===== config.mk =====
export PLATFORM = sky130hd
export DESIGN_NAME = wb_sequencer
export DESIGN_NICKNAME = d
export VERILOG_FILES = /design/src/rtl/wb_sequencer.sv
export SDC_FILE = /design/constraint.sdc
export NUM_CORES = 1
export LEC_CHECK = 0
export ABC_AREA = 1
export ABC_CLOCK_PERIOD_IN_PS = 1400
export CAP_MARGIN = 20
export CORE_MARGIN = 4
export CORE_UTILIZATION = 37
export DETAILED_ROUTE_END_ITERATION = 16
export PLACE_DENSITY = 0.79
export SYNTH_ARGS = -nofsm -noshare
export SYNTH_HDL_FRONTEND = slang
export SYNTH_SLANG_ARGS = --single-unit

===== constraint.sdc =====
create_clock -name clock -period 1.4 [get_ports clock]
set_input_delay 0.35 -clock clock [delete_from_list [all_inputs] [get_ports clock]]
set_output_delay 0.35 -clock clock [all_outputs]
set_load 0.05 [all_outputs]

===== src/rtl/wb_sequencer.sv =====
// wb_sequencer: five-phase instruction sequencer for a small 16-bit CPU.
//
// One instruction takes five clocks, P1..P5. The block holds the program
// counter, the four condition flags and the halt status. It produces the
// phase strobes and the register-file and data-memory write strobes.
//
// Ports
//   clock                      system clock; all state changes on its rising edge
//   reset                      synchronous, active-high
//   exec                       start/resume pulse, used only in IDLE
//   op1[1:0]                   major class: 00 LD, 01 ST, 10 imm/branch, 11 arith
//   op2[2:0]                   sub-op for op1=10: 000 LI, 100 B, 111 cond. branch
//   opcode[3:0]                arithmetic sub-op for op1=11
//   alu_out[15:0]              ALU result; this is also the branch target
//   alu_S/Z/C/V, alu_HLT       ALU flag and halt outputs
//   pc[15:0], pc_plus1[15:0]   program counter and pc+1 (wraps modulo 2^16)
//   S/Z/C/V_flag               registered flags; these feed back to the ALU
//   phase[4:0]                 one-hot P1..P5 on bits 0..4; all zero in IDLE
//   rf_we, mem_we              write strobes, asserted in P5 and P4
//   halted                     high while stopped by a halt instruction
module wb_sequencer #(
  parameter logic [15:0] RESET_PC = 16'h0000
) (
  input  logic        clock,
  input  logic        reset,
  input  logic        exec,
  input  logic [1:0]  op1,
  input  logic [2:0]  op2,
  input  logic [3:0]  opcode,
  input  logic [15:0] alu_out,
  input  logic        alu_S,
  input  logic        alu_Z,
  input  logic        alu_C,
  input  logic        alu_V,
  input  logic        alu_HLT,
  output logic [15:0] pc,
  output logic [15:0] pc_plus1,
  output logic        S_flag,
  output logic        Z_flag,
  output logic        C_flag,
  output logic        V_flag,
  output logic [4:0]  phase,
  output logic        rf_we,
  output logic        mem_we,
  output logic        halted
);

  typedef enum logic [2:0] {
    ST_IDLE = 3'd0,
    ST_P1   = 3'd1,
    ST_P2   = 3'd2,
    ST_P3   = 3'd3,
    ST_P4   = 3'd4,
    ST_P5   = 3'd5
  } state_e;

  state_e      state_q, state_d;
  logic [15:0] pc_q, pc_d;
  logic [3:0]  flags_q, flags_d;   // {S, Z, C, V}
  logic        halted_q, halted_d;

  // Instruction decode. The branch condition is resolved by the ALU, so
  // both branch kinds load alu_out here.
  logic is_arith, is_branch, is_halt, rf_write;

  assign is_arith  = (op1 == 2'b11);
  assign is_branch = (op1 == 2'b10) && ((op2 == 3'b100) || (op2 == 3'b111));
  assign is_halt   = is_arith && (opcode == 4'b1111) && alu_HLT;
  assign rf_write  = (op1 == 2'b00)
                   || ((op1 == 2'b10) && (op2 == 3'b000))
                   || (is_arith && (opcode inside {4'd0, 4'd1, 4'd2, 4'd3, 4'd4,
                                                   4'd6, 4'd8, 4'd9, 4'd10, 4'd11}));

  assign pc_plus1 = pc_q + 16'd1;

  always_comb begin
    state_d  = state_q;
    pc_d     = pc_q;
    flags_d  = flags_q;
    halted_d = halted_q;
    phase    = 5'b00000;
    rf_we    = 1'b0;
    mem_we   = 1'b0;
    unique case (state_q)
      ST_IDLE: begin
        if (exec) begin
          state_d = ST_P1;
          // Resuming after a halt skips past the halt instruction.
          if (halted_q) begin
            halted_d = 1'b0;
            pc_d     = pc_plus1;
          end
        end
      end
      ST_P1: begin
        phase   = 5'b00001;
        state_d = ST_P2;
      end
      ST_P2: begin
        phase   = 5'b00010;
        state_d = ST_P3;
      end
      ST_P3: begin
        phase = 5'b00100;
        if (is_arith) begin
          flags_d = {alu_S, alu_Z, alu_C, alu_V};
        end
        // A halt leaves pc on the halt instruction itself.
        if (is_halt) begin
          state_d  = ST_IDLE;
          halted_d = 1'b1;
        end else begin
          state_d = ST_P4;
        end
      end
      ST_P4: begin
        phase   = 5'b01000;
        mem_we  = (op1 == 2'b01);
        state_d = ST_P5;
      end
      ST_P5: begin
        phase   = 5'b10000;
        rf_we   = rf_write;
        pc_d    = is_branch ? alu_out : pc_plus1;
        state_d = ST_P1;
      end
      default: begin
        state_d = ST_IDLE;
      end
    endcase
  end

  always_ff @(posedge clock) begin
    if (reset) begin
      state_q  <= ST_IDLE;
      pc_q     <= RESET_PC;
      flags_q  <= 4'b0000;
      halted_q <= 1'b0;
    end else begin
      state_q  <= state_d;
      pc_q     <= pc_d;
      flags_q  <= flags_d;
      halted_q <= halted_d;
    end
  end

  assign pc     = pc_q;
  assign S_flag = flags_q[3];
  assign Z_flag = flags_q[2];
  assign C_flag = flags_q[1];
  assign V_flag = flags_q[0];
  assign halted = halted_q;

endmodule

==> impl_metrics.yaml, run 1 <==
run_status:
  status: "did not finish"
  haltStage: "global routing"
  toolErrorMsg: "[ERROR DPL-0038] Utilization greater than 100%, impossible to legalize"
synth:
  synth_seq_area_share: 0.2954
  synth_xor_area_frac: 0.02692
  ys_ff_latch: 24
  synth_simple_gate_area_share: 0.4223
  synth_top_family_by_area: "simple AND/OR/NAND/NOR gates"
  synth.distinct_cells: 24
  syn_area_mm2: 0.001627
  syn_nets: 317
  ys.warnings.count: 0
  synth_cells: 283
  muxShareOfSynthArea: 0
  synth-compound-area-share: 0.1154
  synth_adder_area_share: 0.007692
  synth.avg_cell_area_um2: 5.748
cts:
  cts.sinks: 24
  cts_buffer_depth: 2
  cts-buffers-inserted: 3
  htree_levels: 1
  cts.hold.buffers_added: 0
  root_buffer: "clkbuf_8"
die:
  start_util: 0.3953
  io-pin-count: 77
  die_x_um: 74.31
  std_cell_rows: 23
  die_h_um: 74.31
placement:
  portBuffers: 76
  dp_hpwl_um: 5052
  place.gp.congestion: 0.8211
timing:
  worstEpCategory: "output port"
  crit_endpoint: "pc_plus1[10]"
grt:
  grt_max_degree: 19
[cell usage after synthesis, drive strengths merged]
cell type	number	area (um^2)
nand2	67	259.0
nor2	57	214.0
inv	48	180.2
dfxtp	24	480.5
nand3	23	120.1
o21ai	22	110.1
a21oi	14	70.07
and2	5	31.28
nor3	5	30.03
buf	4	27.52
nand4	3	18.77
xor2	3	26.28
clkbuf	2	7.510
xnor2	2	17.52
ha	1	12.51
nand3b	1	7.510
o21a	1	7.510
or2	1	6.260
[cells by family after synthesis]
logic type | count (synthesis)
and+or+nand+nor | 162
buffers and inverters | 54
AOI/OAI and AO/OA | 37
DFF | 24
xor gates and xnor gates | 5
adders and majority gates | 1
[timing repair]
action                     4_1_cts
gates resized for setup         94
cloned                           1
setup endpoints to repair       39
pin swaps                       27
setup buffers                   13
[per-stage QoR]
stage | area (um^2) | instances | setup slack [ns] | hold WS, ns
floorplan | 1794 | 283 | -0.3640 | 0.4117
global placement | 3413 | 455 | -0.5078 | 0.4833
detailed placement | 3413 | 455 | -0.5845 | 0.5038
CTS | 3834 | 472 | -0.4433 | 0.5171
==> inputs of run 2 (changes only) <==
ABC_CLOCK_PERIOD_IN_PS = 1800   (was 1400)
CORE_UTILIZATION = 40   (was 37)
PLACE_DENSITY = default   (was 0.79)
PLACE_DENSITY_LB_ADDON = 0.15   (was default)
clock period = 1.8 ns   (was 1.4 ns; I/O delays follow)
==> run 2 against run 1 <==
The flow now finishes, with violations (negative setup slack); synthesized area stayed put; synthesized cell count stayed put.
==> impl_metrics.yaml, run 2 <==
detailed_routing:
  viasPerCell: 5.030
  totalWireLength_um: 5933
  first_iter_violations: 114
  drc: 0
  wl_per_cell_um: 13.67
  dr.pass1.iters: 4
  dr_total_vias: 2183
  ant_nets: 0
die:
  die_h_um: 71.77
  start_util: 0.4282
  std_cell_rows: 22
  coreArea_mm2: 0.003799
  die_x_um: 71.77
  dieArea_mm2: 0.005151
  io-pin-count: 77
placement:
  dp_worst_setup_slack_ns: -0.3749
  dp_hpwl_um: 3973
  portBuffers: 76
  place.gp.congestion: 0.8471
setup_path:
  worstPathRequired_ns: 1.35
  critPathMaxFanout: 5
  critical_path_arrival_ns: 1.52
  critPathCapture: "pc_plus1[5]"
  path_class: "reg2out"
  rrSetupSlack_ns: 0.10
  r2r_cells: 12
  rr_startpoint: "pc[0]$_SDFFE_PP0P_"
  rr_endpoint: "pc[10]$_SDFFE_PP0P_"
  start_kind: "register"
  cp-end-kind: "output port"
  startpoint: "pc[0]$_SDFFE_PP0P_"
timing:
  fin_skew_ns: 0.01210
  layout_min_cycle_time_ns: 1.973
  finalSetupViolCount: 14
  grt_setup_unrepaired: "yes"
  fin_crit_sh: 1.096
  tns_ns: -1.791
  max_slew_margin: 0.8127
  setup_ws_ns: -0.1731
  fmax_mhz: 506.8
  maxSlewViolCount: 0
  tightest_slew_ns: 0.2790
  finalHoldViolCount: 0
synth:
  syn_nets: 317
  ys.warnings.count: 0
  synth_common_cells: "66 x nand2_1, 57 x nor2_1, 45 x inv_1, 24 x dfxtp_1, 22 x nand3_1"
  synthTopCellsByArea: "dfxtp_1 30%, nand2_1 15%, nor2_1 13%"
  synth_most_common_cell: "nand2_1"
  synth_area_leader_cell: "dfxtp_1"
  syn_area_mm2: 0.001627
  synth_cells: 283
  synth_edf_count: 0
  synth_ff_type: "dfxtp_1"
  async_flop_share: 0
  synth_top_area_frac: 0.2954
  ys_ff_latch: 24
  synth_seq_area_share: 0.2954
  synth.distinct_cells: 24
  synth.avg_cell_area_um2: 5.748
cts:
  tritoncts: "done"
  cts-buffers-inserted: 3
  clkSlewWorstSetupHoldPaths_ns: 0.09
  clk_latency_ns: 0.27
  root_buffer: "clkbuf_8"
  cts.sinks: 24
  cts_buffer_depth: 2
  htree_levels: 1
hold_path:
  hp-class: "reg2reg"
  holdPathStages: 2
final_layout:
  final_common_cell: "nand2_1"
  fin_nets: 421
  drive_above_1_share: 0.3938
  layout_common_cells: "53 x nand2_1, 49 x nor2_1, 46 x buf_4"
  diodes: 0
  area_growth_pct: 96.46
  largest_reg_flops: 16
  n_fill_cell: 230
grt:
  grt_max_degree: 21
  overflow: 0
  grt_first_pass_wirelength_um: 9487
  globalRouteTotalUtil: 0.2279
  grt_pass1_vias: 2172
  antenna_found_initial: 0
power:
  powerDensity_mw_per_mm2: 393.7
  ir_drop_mv: 0.2580
  p_leak_nw: 1.455
run_status:
  status: "finished, violations left"
  violations: "negative setup slack"
flow_run:
  maxCapViolations: 0
-- run 2: cell counts after synthesis --
No cell type changed its count.
-- run 2: metrics by stage --
| step | hold WS [ns] | power [mW] | util | area, um^2 | cells |
|---|---|---|---|---|---|
| after detailed placement | 0.4786 | 0.9090 | 0.7622 | 2895 | 416 |
| final | 0.4912 | 1.258 | 0.8412 | 3196 | 434 |
| after CTS | 0.4943 | 1.246 | 0.8225 | 3124 | 432 |
| after global routing | 0.5153 | 1.308 | 0.8412 | 3196 | 434 |
| after global placement | 0.4670 | 0.9021 | 0.7622 | 2895 | 416 |
| after floorplan | 0.5191 | 0.7274 | - | 1782 | 283 |
-- run 2: critical path: stages (launching register included) --
cell,delay [ns]
dfxtp_4,0.40
nand3_1,0.20
nor2_2,0.21
xnor2_1,0.20
inv_2,0.08
buf_12,0.15
-- run 2: area by class of cell --
| class | count | area (um^2) | share of cell area |
|---|---|---|---|
| Sequential cell | 24 | 524.3 | 0.1641 |
| Clock buffer | 4 | 45.04 | 0.01410 |
| Tap cell | 48 | 60.06 | 0.01879 |
| Timing Repair Buffer | 105 | 1195 | 0.3739 |
| Multi-Input combinational cell | 205 | 1180 | 0.3692 |
| Inverter | 48 | 191.4 | 0.05991 |
-- run 2: worst min-delay path by stage --
stage / startpoint / slack (ns) / to
detailed placement: flags_q[2]$_SDFFE_PP0P_ / 0.48 / flags_q[2]$_SDFFE_PP0P_
floorplan: reset / 0.52 / halted$_SDFFE_PP0P_
finish: flags_q[0]$_SDFFE_PP0P_ / 0.49 / flags_q[0]$_SDFFE_PP0P_
global placement: flags_q[1]$_SDFFE_PP0P_ / 0.47 / flags_q[1]$_SDFFE_PP0P_
CTS: flags_q[0]$_SDFFE_PP0P_ / 0.49 / flags_q[0]$_SDFFE_PP0P_
global route: flags_q[1]$_SDFFE_PP0P_ / 0.52 / flags_q[1]$_SDFFE_PP0P_
-- run 2: layer usage --
| metal | routed length, um | GRT usage |
|---|---|---|
| met1 | 2180 | 0.2519 |
| met2 | 3118 | 0.4143 |
| met3 | 448 | 0.05750 |
| met4 | 187 | 0.08768 |
| met5 | 0 | 0 |
-- run 2: where the power goes --
group / internal [mW] / switching (mW)
logic: 0.179 / 0.184
clock network: 0.158 / 0.178
registers: 0.534 / 0.0246
total: 0.871 / 0.387
-- run 2: repair_timing --
item	CTS	global route
setup endpoints to repair	16	18
hold buffers	0	0
buffers inserted	12	3
pin swaps	12	11
hold endpoints to repair	0	0
resized for setup	34	25
-- run 2: logic make-up (layout without fill, tap and decap cells) --
| group | count (synthesis) | in the layout | synth area share |
|---|---|---|---|
| and+or+nand+nor | 162 | 162 | 0.4223 |
| buffers and inverters | 54 | 157 | 0.1323 |
| AOI/OAI and AO/OA | 37 | 37 | 0.1154 |
| DFF | 24 | 24 | 0.2954 |
| xor gates and xnor gates | 5 | 5 | 0.02693 |
| adders and majority gates | 1 | 1 | 0.007691 |
No activity file was read; power rests on OpenSTA's default activity.
==> inputs of run 3 (changes only) <==
CORE_MARGIN = default   (was 4)
==> run 3 against run 2 <==
The flow still finishes with violations (negative setup slack); sequential cell count unchanged; total power up 9.4%; via count up 2.7%; setup slack worse by 0.014 ns; highest routed layer unchanged.
==> impl_metrics.yaml, run 3 (synthesized netlist as in run 2, its figures left out) <==
run_status:
  status: "finished, violations left"
  violations: "negative setup slack"
final_layout:
  diodes: 0
  drive_above_1_share: 0.4087
  fin_nets: 424
  layout_common_cells: "54 x buf_4, 53 x nand2_1, 48 x nor2_1"
  area_growth_pct: 97.23
  final_common_cell: "buf_4"
  fin_cells: 437
  n_fill_cell: 212
  largest_reg_flops: 16
timing:
  finalHoldViolCount: 0
  layout_min_cycle_time_ns: 1.987
  finalSetupViolCount: 13
  tightest_slew_ns: 0.3180
  setup_ws_ns: -0.1869
  fin_crit_sh: 1.104
  fmax_mhz: 503.3
  grt_setup_unrepaired: "yes"
  max_slew_margin: 0.7868
  maxSlewViolCount: 0
  fin_skew_ns: 0.007176
cts:
  clk_latency_ns: 0.27
  cts-buffers-inserted: 3
  clkSlewWorstSetupHoldPaths_ns: 0.10
  tritoncts: "done"
  htree_levels: 1
  root_buffer: "clkbuf_8"
  cts.sinks: 24
  cts_buffer_depth: 2
die:
  coreArea_mm2: 0.003771
  die_h_um: 65.77
  die_x_um: 65.77
  std_cell_rows: 22
  dieArea_mm2: 0.004326
  io-pin-count: 77
  start_util: 0.4313
detailed_routing:
  totalWireLength_um: 6027
  first_iter_violations: 166
  ant_nets: 0
  drc: 0
  wl_per_cell_um: 13.79
  dr_total_vias: 2243
  viasPerCell: 5.133
  dr.pass1.iters: 4
power:
  ir_drop_mv: 0.2896
  p_leak_nw: 1.476
  finalPower_mw: 1.376
  powerDensity_mw_per_mm2: 428.8
flow_run:
  maxCapViolations: 0
grt:
  globalRouteTotalUtil: 0.2608
  overflow: 0
  antenna_found_initial: 0
  grt_first_pass_wirelength_um: 8790
  grt_pass1_vias: 2024
  grt_max_degree: 21
setup_path:
  critical_path_arrival_ns: 1.54
  worstPathRequired_ns: 1.35
  slowest_stage: "dfxtp_4"
  critPathBufInv: 1
  cp-end-kind: "output port"
  critPathTopFamily: "simple AND/OR/NAND/NOR gates"
  crit_chain: "ha_4 -> nand3_4 -> nor2_4 -> nand3_1 -> nand2_2 -> nand2_4 -> buf_12"
  slowest_delay_ns: 0.40
  critPathMaxFanout: 5
  start_kind: "register"
  path_class: "reg2out"
placement:
  dp_hpwl_um: 3789
  portBuffers: 76
  place.gp.congestion: 0.8617
  dp.cells: 418
hold_path:
  hp-class: "reg2reg"
## run 3: cell type report
class	instances	area, um^2	share of cell area
inverters	48	195.2	0.06084
flip-flops and latches	24	521.8	0.1626
well taps	48	60.06	0.01872
repair buffers	108	1164	0.3627
clock buffers	4	66.31	0.02067
multi-input cells	205	1201	0.3744
## run 3: power breakdown
group / internal (mW) / switching [mW] / leakage (nW)
Sequential: 0.537 / 0.0196 / 0.204
Combinational: 0.187 / 0.198 / 1.24
Clock: 0.242 / 0.191 / 0.0339
## run 3: path summary, 6_finish.rpt
path | startpoint | to | slack, ns | cells after the start
max | pc[0]$_SDFFE_PP0P_ | pc_plus1[14] | -0.19 | 7
min | flags_q[3]$_SDFFE_PP0P_ | flags_q[3]$_SDFFE_PP0P_ | 0.49 | 2
max reg2reg | state_q[1]$_SDFFE_PP0P_ | pc[14]$_SDFFE_PP0P_ | 0.27 | 8
min reg2reg | flags_q[3]$_SDFFE_PP0P_ | flags_q[3]$_SDFFE_PP0P_ | 0.49 | 2
## run 3: per-stage QoR
step	setup WS [ns]	util	TNS [ns]	cell area, um^2	hold slack, ns
after floorplan	-0.08080	-	-0.3479	1782	0.5191
after global placement	-0.3583	0.7585	-1.296	2860	0.4656
after detailed placement	-0.3722	0.7585	-1.694	2860	0.4806
after CTS	-0.1888	0.8291	-1.798	3127	0.4960
after global routing	-0.2692	0.8507	-2.926	3208	0.5126
final	-0.1869	0.8507	-1.932	3208	0.4923
## run 3: metal layers
layer	vias to the layer above	wire length (um)	global-route usage	part of all wire
li1	1090	-	-	-
met1	1057	2436	0.3058	0.40
met2	88	3165	0.4758	0.53
met3	8	360	0.04828	0.060
met4	0	65	0.07337	0.011
met5	-	0	0	0
## run 3: repair_timing
item / 4_1_cts / 5_1_grt
resized for setup: 41 / 21
pin swaps: 13 / 13
setup endpoints to repair: 16 / 17
buffers inserted: 14 / 1
hold buffers: 0 / 0
## run 3: worst min-delay path, stage by stage, from the launching register on
cell and delay (ns):
dfxtp_1 0.32, nor2_1 0.09, nor2_1 0.05
